<file path="src/rtl/bitserial_alu_seq.sv">
// ---------------------------------------------------------------------------
// bitserial_alu_seq
//
// Purpose:
//   Sequencer/ALU placed directly in front of the 16-lane bit-sliced BRAM.
//   It owns both BRAM ports. Port A reads operand A and writes the result.
//   Port B reads operand B. Fields are processed LSB-first, two cycles per
//   bit (READ then WRITE). All lanes compute in parallel, each with its own
//   carry.
//
// Optional feature:
//   Define BITSEQ_ZERO_FLAG_EN to add o_zero_out. A lane's bit in o_zero_out
//   is 1 when every result bit written for that lane was 0.
//
// Ports:
//   i_clk          clock, rising edge
//   i_reset        asynchronous reset, active LOW
//   i_cmd_valid    command offered
//   o_cmd_ready    high only while idle; accept = valid & ready
//   i_cmd_op       0 COPY A, 1 NOT A, 2 AND, 3 OR, 4 XOR, 5 ADD, 6 SUB, 7 COPY B
//   i_cmd_src_a    base bit address of operand A
//   i_cmd_src_b    base bit address of operand B
//   i_cmd_dst      base bit address of the result
//   i_cmd_len      field length in bits (clamped to MAX_WORD_LENGTH)
//   o_bram_wea     BRAM port A write enable
//   o_bram_addra   BRAM port A address
//   o_bram_dia     BRAM port A write data (one result bit per lane)
//   i_bram_doa     BRAM port A read data (one-cycle registered latency)
//   o_bram_addrb   BRAM port B address (read only)
//   o_bram_web     BRAM port B write enable, tied low
//   o_bram_dib     BRAM port B write data, tied low
//   i_bram_dob     BRAM port B read data
//   o_busy         high from accept until done
//   o_done         one-cycle pulse at the end of a command
//   o_zero_out     per-lane all-zero result flag (BITSEQ_ZERO_FLAG_EN only)
//   o_carry_out    per-lane final carry (ADD) or no-borrow (SUB); 0 otherwise
// ---------------------------------------------------------------------------
module bitserial_alu_seq #(
  parameter int MAX_WORD_LENGTH = 32,
  parameter int LANES           = 16
) (
  input  logic             i_clk,
  input  logic             i_reset,
  input  logic             i_cmd_valid,
  output logic             o_cmd_ready,
  input  logic [2:0]       i_cmd_op,
  input  logic [9:0]       i_cmd_src_a,
  input  logic [9:0]       i_cmd_src_b,
  input  logic [9:0]       i_cmd_dst,
  input  logic [5:0]       i_cmd_len,
  output logic             o_bram_wea,
  output logic [9:0]       o_bram_addra,
  output logic [LANES-1:0] o_bram_dia,
  input  logic [LANES-1:0] i_bram_doa,
  output logic [9:0]       o_bram_addrb,
  output logic             o_bram_web,
  output logic [LANES-1:0] o_bram_dib,
  input  logic [LANES-1:0] i_bram_dob,
  output logic             o_busy,
  output logic             o_done,
`ifdef BITSEQ_ZERO_FLAG_EN
  output logic [LANES-1:0] o_zero_out,
`endif
  output logic [LANES-1:0] o_carry_out
);

  localparam logic [2:0] OP_COPY_A = 3'd0;
  localparam logic [2:0] OP_NOT_A  = 3'd1;
  localparam logic [2:0] OP_AND    = 3'd2;
  localparam logic [2:0] OP_OR     = 3'd3;
  localparam logic [2:0] OP_XOR    = 3'd4;
  localparam logic [2:0] OP_ADD    = 3'd5;
  localparam logic [2:0] OP_SUB    = 3'd6;
  localparam logic [2:0] OP_COPY_B = 3'd7;

  localparam logic [5:0] LP_MAX_LEN = 6'(MAX_WORD_LENGTH);

  typedef enum logic [1:0] {
    ST_IDLE,
    ST_READ,
    ST_WRITE,
    ST_DONE
  } state_t;

  state_t           r_state;
  state_t           w_state_next;

  logic [2:0]       r_op;
  logic [9:0]       r_src_a;
  logic [9:0]       r_src_b;
  logic [9:0]       r_dst;
  logic [5:0]       r_len;
  logic [5:0]       r_bit;
  logic [LANES-1:0] r_carry;
  logic [LANES-1:0] r_carry_out;
`ifdef BITSEQ_ZERO_FLAG_EN
  logic [LANES-1:0] r_zero;
  logic [LANES-1:0] r_zero_out;
`endif

  logic             w_accept;
  logic [5:0]       w_cmd_len;
  logic             w_last;
  logic             w_is_arith;
  logic [LANES-1:0] w_b_eff;
  logic [LANES-1:0] w_result;
  logic [LANES-1:0] w_carry_next;

  assign w_accept   = i_cmd_valid && (r_state == ST_IDLE);
  assign w_cmd_len  = (i_cmd_len > LP_MAX_LEN) ? LP_MAX_LEN : i_cmd_len;
  assign w_last     = (r_bit == (r_len - 6'd1));
  assign w_is_arith = (r_op == OP_ADD) || (r_op == OP_SUB);

  // Subtraction is A + ~B + 1: B is inverted here and the carry starts at 1.
  assign w_b_eff = (r_op == OP_SUB) ? ~i_bram_dob : i_bram_dob;

  assign o_bram_web  = 1'b0;
  assign o_bram_dib  = '0;
  assign o_carry_out = r_carry_out;
`ifdef BITSEQ_ZERO_FLAG_EN
  assign o_zero_out  = r_zero_out;
`endif

  // Per-lane result bit for the current position. The BRAM read data is
  // only meaningful in WRITE, which is the only state that uses it.
  always_comb begin
    w_result     = '0;
    w_carry_next = r_carry;
    case (r_op)
      OP_COPY_A: w_result = i_bram_doa;
      OP_NOT_A:  w_result = ~i_bram_doa;
      OP_AND:    w_result = i_bram_doa & i_bram_dob;
      OP_OR:     w_result = i_bram_doa | i_bram_dob;
      OP_XOR:    w_result = i_bram_doa ^ i_bram_dob;
      OP_ADD, OP_SUB: begin
        w_result     = i_bram_doa ^ w_b_eff ^ r_carry;
        w_carry_next = (i_bram_doa & w_b_eff) | (r_carry & (i_bram_doa ^ w_b_eff));
      end
      OP_COPY_B: w_result = i_bram_dob;
      default:   w_result = '0;
    endcase
  end

  // State register.
  always_ff @(posedge i_clk or negedge i_reset) begin
    if (!i_reset) begin
      r_state <= ST_IDLE;
    end else begin
      r_state <= w_state_next;
    end
  end

  // Next state and BRAM/handshake outputs. Addresses are 10 bits, so
  // base + bit index wraps modulo 1024 on its own.
  always_comb begin
    w_state_next = r_state;
    o_cmd_ready  = 1'b0;
    o_busy       = 1'b0;
    o_done       = 1'b0;
    o_bram_wea   = 1'b0;
    o_bram_addra = '0;
    o_bram_addrb = '0;
    o_bram_dia   = '0;
    case (r_state)
      ST_IDLE: begin
        o_cmd_ready = 1'b1;
        if (i_cmd_valid) begin
          w_state_next = (w_cmd_len == 6'd0) ? ST_DONE : ST_READ;
        end
      end
      ST_READ: begin
        o_busy       = 1'b1;
        o_bram_addra = r_src_a + 10'(r_bit);
        o_bram_addrb = r_src_b + 10'(r_bit);
        w_state_next = ST_WRITE;
      end
      ST_WRITE: begin
        o_busy       = 1'b1;
        o_bram_wea   = 1'b1;
        o_bram_addra = r_dst + 10'(r_bit);
        o_bram_dia   = w_result;
        w_state_next = w_last ? ST_DONE : ST_READ;
      end
      ST_DONE: begin
        o_busy       = 1'b1;
        o_done       = 1'b1;
        w_state_next = ST_IDLE;
      end
      default: w_state_next = ST_IDLE;
    endcase
  end

  // Command latch, bit counter and per-lane carry/zero tracking. The
  // visible carry_out (and zero_out) are loaded on the edge that enters
  // DONE, so they are already valid while done is high.
  always_ff @(posedge i_clk or negedge i_reset) begin
    if (!i_reset) begin
      r_op        <= '0;
      r_src_a     <= '0;
      r_src_b     <= '0;
      r_dst       <= '0;
      r_len       <= '0;
      r_bit       <= '0;
      r_carry     <= '0;
      r_carry_out <= '0;
`ifdef BITSEQ_ZERO_FLAG_EN
      r_zero      <= '0;
      r_zero_out  <= '0;
`endif
    end else begin
      if (w_accept) begin
        r_op    <= i_cmd_op;
        r_src_a <= i_cmd_src_a;
        r_src_b <= i_cmd_src_b;
        r_dst   <= i_cmd_dst;
        r_len   <= w_cmd_len;
        r_bit   <= '0;
        r_carry <= (i_cmd_op == OP_SUB) ? '1 : '0;
`ifdef BITSEQ_ZERO_FLAG_EN
        r_zero  <= '1;
`endif
        if (w_cmd_len == 6'd0) begin
          r_carry_out <= '0;
`ifdef BITSEQ_ZERO_FLAG_EN
          r_zero_out  <= '1;
`endif
        end
      end else if (r_state == ST_WRITE) begin
        r_carry <= w_carry_next;
        r_bit   <= r_bit + 6'd1;
`ifdef BITSEQ_ZERO_FLAG_EN
        r_zero  <= r_zero & ~w_result;
`endif
        if (w_last) begin
          r_carry_out <= w_is_arith ? w_carry_next : '0;
`ifdef BITSEQ_ZERO_FLAG_EN
          r_zero_out  <= r_zero & ~w_result;
`endif
        end
      end
    end
  end

endmodule
</file>
<file path="config.mk">
export PLATFORM = sky130hd
export DESIGN_NAME = bitserial_alu_seq
export DESIGN_NICKNAME = d
export VERILOG_FILES = /design/src/rtl/bitserial_alu_seq.sv
export SDC_FILE = /design/constraint.sdc
export NUM_CORES = 1
export LEC_CHECK = 0
export ABC_AREA = 1
export BUFFER_PORTS_ARGS = -buffer_cell sky130_fd_sc_hd__buf_2
export CORE_MARGIN = 5
export CORE_UTILIZATION = 55
export CTS_CLUSTER_SIZE = 20
export DETAILED_ROUTE_END_ITERATION = 8
export PLACE_DENSITY = 0.91
export RECOVER_POWER = 50
export SLEW_MARGIN = 20
export SYNTH_ARGS = -nofsm -noshare
export SYNTH_HDL_FRONTEND = slang
export SYNTH_SLANG_ARGS = --single-unit
export TNS_END_PERCENT = 1
</file>
<file path="constraint.sdc">
create_clock -name i_clk -period 4.21 [get_ports i_clk]
set_input_delay 0.2105 -clock i_clk [delete_from_list [all_inputs] [get_ports i_clk]]
set_output_delay 0.2105 -clock i_clk [all_outputs]
set_load 0.1 [all_outputs]
</file>
Word-level counts from Yosys, hierarchy flattened
Index checks and enable logic that the tools add are counted.
Widths: inputs -> output; s select.
{ "word_totals": {"inputBits": 74, "ff_bits": 79, "output_inout_bits": 73, "wordCells": 74} }
{ "op_classes": {"magnitude_cmp": 1, "mux": 25, "n_eq_ne": 14, "reduce_logical": 10, "bitwise_logic": 10, "add_sub_neg": 5} }
{ "ops": {"columns": ["op", "n"], "rows": [
  ["$mux 16", 11],
  ["$pmux 16 s7", 1],
  ["$and 16x16->16", 3],
  ["$xor 16x16->16", 3],
  ["$not 16->16", 2],
  ["$or 16x16->16", 2],
  ["$add 10x6->10", 3],
  ["$pmux 10 s2", 1],
  ["$mux 6", 3],
  ["$eq 3x3->1 const B", 5],
  ["$mux 10", 1],
  ["$pmux 2 s4", 1],
  ["$add 6x1->6 const B", 1],
  ["$eq 3x2->1 const B", 2],
  ["$eq 6x6->1", 1],
  ["$gt 6x6->1 const B", 1],
  ["$logic_not 6->1", 1],
  ["$mux 2", 3],
  ["$sub 6x1->6 const B", 1],
  ["$eq 2x2->1 const B", 2],
  ["$mux 1", 4],
  ["$reduce_bool 2->1", 2],
  ["$eq 3x1->1 const B", 1],
  ["$logic_not 3->1", 1],
  ["other kinds (9)", 9]
]} }

Longest topological paths before layout
{ "depth": {"depth_word": 10, "depth_mapped": 15, "depth_no_buf": 14} }

Worst setup path before layout
OpenSTA, ideal clock, no wires.
{ "synth_timing": {"kind": "register to output", "start": "reg r_state[0]", "end": "out o_bram_addra[5]", "stages_incl_launch_ff": 13, "path_buffers": 2, "required_time_ps": 4000, "path_slack_ps": -281, "arrival_ps": 4280, "cell_sequence": "dfrtp_1 > inv_1 > ha_1 > clkbuf_1 > clkbuf_1 > nand2_1 > nand2_1 > ha_1 > a21oi_1 > nand2_1 > nand3_1 > nand2_1 > a21oi_1"} }
{ "synth_via": {"elab_chain_len": 2, "elab_cells_between_ends": 3, "classes_between": "eq/ne (2); mux (1)"} }
{ "synth_rtl": {"columns": ["element", "line_no", "source"], "rows": [
  ["start, declared", "85", "state_t r_state;"],
  ["start signal, assigned", "149", "r_state <= w_state_next;"],
  ["$eq 2x2->1 or $eq 2x1->1 (tied branches)", "164", "case (r_state)"],
  ["$pmux 10 s2 *", "164", null],
  ["end, declared", "52", "output logic [9:0] o_bram_addra,"]
]} }
Mark *: on every way between the ends. The rest lies on a longest branch, timed or not.

Worst setup path in the final report
{ "layout_timing": {"start": "reg r_state[0]", "end": "out o_bram_addra[7]"} }
Same word-level chain as after synthesis.

==> flow_metrics.env <==
export IMPL_pin_count=147
export IMPL_via_count=6455
export IMPL_cts_tree="built"
export IMPL_cts_resized=0
export IMPL_cts_buffers=9
export IMPL_antenna_found_initial=2
export IMPL_slew_limit_headroom=-0.309
export IMPL_setup_worst_path_class="flop to primary output"
export IMPL_clk_path_buf_depth=2
export IMPL_rsz0062_at_grt="no"
export IMPL_hold_buffers=0
export IMPL_clkPwrFrac=0.143
export IMPL_synthCells=915
export IMPL_crit_family="buffers and inverters"
export IMPL_final_setup_skew_ns=0.00621
export IMPL_seq_power_share=0.208
export IMPL_drtIter0Drc=457
export IMPL_fp_dieH_um=118
export IMPL_syn_area_um2=6440
export IMPL_slowest_stage="buf_2"
export IMPL_fp_dieW_um=118
export IMPL_p_sw_w=0.00360
export IMPL_ys_flop_type="dfrtp_1"
export IMPL_tightest_slew_ns=1.96
export IMPL_path_cells="inv_1 -> ha_1 -> buf_4 -> nand2_1 -> nand2_1 -> ha_1 -> a21oi_1 -> nand2_1 -> nand2_1 -> o211ai_1 -> nand2_1 -> nand2_1 -> nor2_1 -> buf_2"
export IMPL_yosys_area_top_type="dfrtp_1"
export IMPL_yosysSeqAreaShare=0.307
export IMPL_required_ns=4.00
export IMPL_violations="max-capacitance violations, max-slew violations"
export IMPL_grt_usage=0.246
export IMPL_synthArstFlopShare=1.00
export IMPL_synth_edf_count=0
export IMPL_yosys_area_top_type_share=0.307
export IMPL_htree_levels=3
export IMPL_yosys_top_cells_area="dfrtp_1, nand2_1, ha_1"
export IMPL_final_max_slew_violation_count=80
export IMPL_crit_top_cell="nand2_1"
export IMPL_grt_pass1_wl_um=28900
export IMPL_tns_ns=0
export IMPL_min_period_ns=3.31
export IMPL_clk_latency_ns=0.34
export IMPL_final_common_cell="nand2_1"
export IMPL_ys_ff_latch=79
export IMPL_gp_congestion=0.982
export IMPL_period_share=0.786
export IMPL_setup_viol=0
export IMPL_die_area_um2=14000
export IMPL_drc=0
export IMPL_max_cap_violations=1
export IMPL_layout_common_cells="nand2_1, inv_1, buf_2"
export IMPL_num_antenna_cells=0
export IMPL_first_global_vias=6312
export IMPL_vias_per_cell=5.50
export IMPL_hold_violations=0
export IMPL_syn2layout_area_growth_pct=14.9
export IMPL_cts_sinks=79
export IMPL_syn_avg_cell_area_um2=7.04
export IMPL_layout_drive_gt1_share=0.135
export IMPL_synth_distinct_cells=32
export IMPL_io_buffers=129
export IMPL_finalNonFillerCells=1173
export IMPL_first_pass_iters=5
export IMPL_nNetsFinal=1167
export IMPL_power_internal_w=0.00236
export IMPL_p_leak_nw=3.99
export IMPL_arrival_ns=3.10
export IMPL_min_path_cells=3
export IMPL_start_util=0.561
export IMPL_status="finished with violations"
export IMPL_hpwl_um=12200
export IMPL_reg2reg_slack_ns=1.58
export IMPL_fmax_mhz=302
export IMPL_cts_root_buf="clkbuf_16"
export IMPL_cp_max_fo=33
export IMPL_route_antenna_remaining_nets=0
export IMPL_hold_class="primary input to flop"
export IMPL_vdd_ir_drop_worst_mv=0.862
export IMPL_swShare=0.604
export IMPL_post_cts_buffers=0
export IMPL_overflow=0
export IMPL_cp_slowest_stage_delay_ns=0.42
export IMPL_wl_per_cell_um=14.6
export IMPL_end_kind="primary output"
export IMPL_dp_cells=1156
export IMPL_combPwrFrac=0.649
export IMPL_floorplan_rows=39
export IMPL_p_per_area_nw_per_um2=805
export IMPL_cp_num_cells=14
export IMPL_path_clk_slew_ns=0.06
export IMPL_wirelength_um=17200
export IMPL_worstSetupStartpointType="flop"
export IMPL_grt_max_degree=80
export IMPL_cp_buffers_inverters=3
export IMPL_core_um2=11500
export IMPL_synth_warnings=0
export IMPL_r2r_cells=5
[sequential cells by signal, summed over array words and instances, names as in the netlist]
register,flops
o_carry_out,16
r_bit,6
r_carry,16
r_dst,10
r_len,6
r_op,3
r_src_a,10
r_src_b,10
r_state,2
[metal layers]
| metal | vias up | wire length (µm) | GRT usage | share of wire |
|---|---|---|---|---|
| met5 | - | 16 | 0 | 0.00093 |
| met4 | 4 | 392 | 0.0832 | 0.023 |
| met3 | 46 | 1550 | 0.0721 | 0.090 |
| met2 | 311 | 8370 | 0.417 | 0.49 |
| met1 | 2972 | 6830 | 0.300 | 0.40 |
| li1 | 3122 | - | - | - |
[power by group through the flow]
stage	sequential, W	combinational, W	clock [W]
6_report	0.00124	0.00386	0.000849
5_1_grt	0.00127	0.00420	0.000885
4_1_cts	0.00123	0.00385	0.000856
3_5_place_dp	0.00124	0.00382	0
3_3_place_gp	0.00123	0.00376	0
2_1_floorplan	0.00124	0.00312	0
[cells in the mapped netlist, drive strengths merged, types with 18 or more instances]
master	number
nand3	51
o22ai	27
dfrtp	79
ha	50
nand2	227
clkbuf	24
nor2	79
o21ai	100
inv	132
nor3	20
fa	18
buf	28
a21oi	38
[worst register-to-register path: cells and delay by family (launching register included)]
kind	cells	cell delay, ns
flops	1	0.43
compound gates	2	0.69
simple gates	2	0.91
buf+inv	1	0.46
[cells by family after synthesis]
| group | after synthesis | synth area share |
|---|---|---|
| simple gates | 386 | 0.244 |
| buf+inv | 185 | 0.121 |
| compound gates | 178 | 0.149 |
| flops | 79 | 0.307 |
| fa+ha+maj | 68 | 0.153 |
| xor+xnor | 17 | 0.0231 |
| other cells | 1 | 0.000582 |
| mux | 1 | 0.00155 |
[cell type report]
class	instances	area, µm²
Clock buffer	9	225
Clock inverter	7	96.3
Fill cell	984	4070
Inverter	133	499
Multi-Input combinational cell	667	3750
Sequential cell	79	1980
Tap cell	143	179
Timing Repair Buffer	135	669
[per-stage QoR]
step,total power (W),utilization,hold WS (ns),setup slack (ns),area (µm²)
finish,0.00595,0.645,0.0567,0.901,7400
global route,0.00636,0.645,0.0626,0.682,7400
CTS,0.00594,0.646,0.0505,0.944,7410
detailed placement,0.00506,0.618,0.406,1.32,7090
global placement,0.00499,0.618,0.404,1.40,7090
floorplan,0.00436,-,-0.0851,-0.278,6500
[path summary, 6_finish.rpt]
| path | endpoint | start |
|---|---|---|
| max | o_bram_addra[7] | r_state[0] |
| min | r_src_b[8] | i_cmd_src_b[8] |
| max reg2reg | r_carry[12] | r_op[1] |
| min reg2reg | r_src_a[5] | r_src_a[5] |
| max in group asynchronous | o_carry_out[11] | i_reset |
| min in group asynchronous | r_src_a[4] | i_reset |
Note: power is estimated with default switching activity, not from simulation.
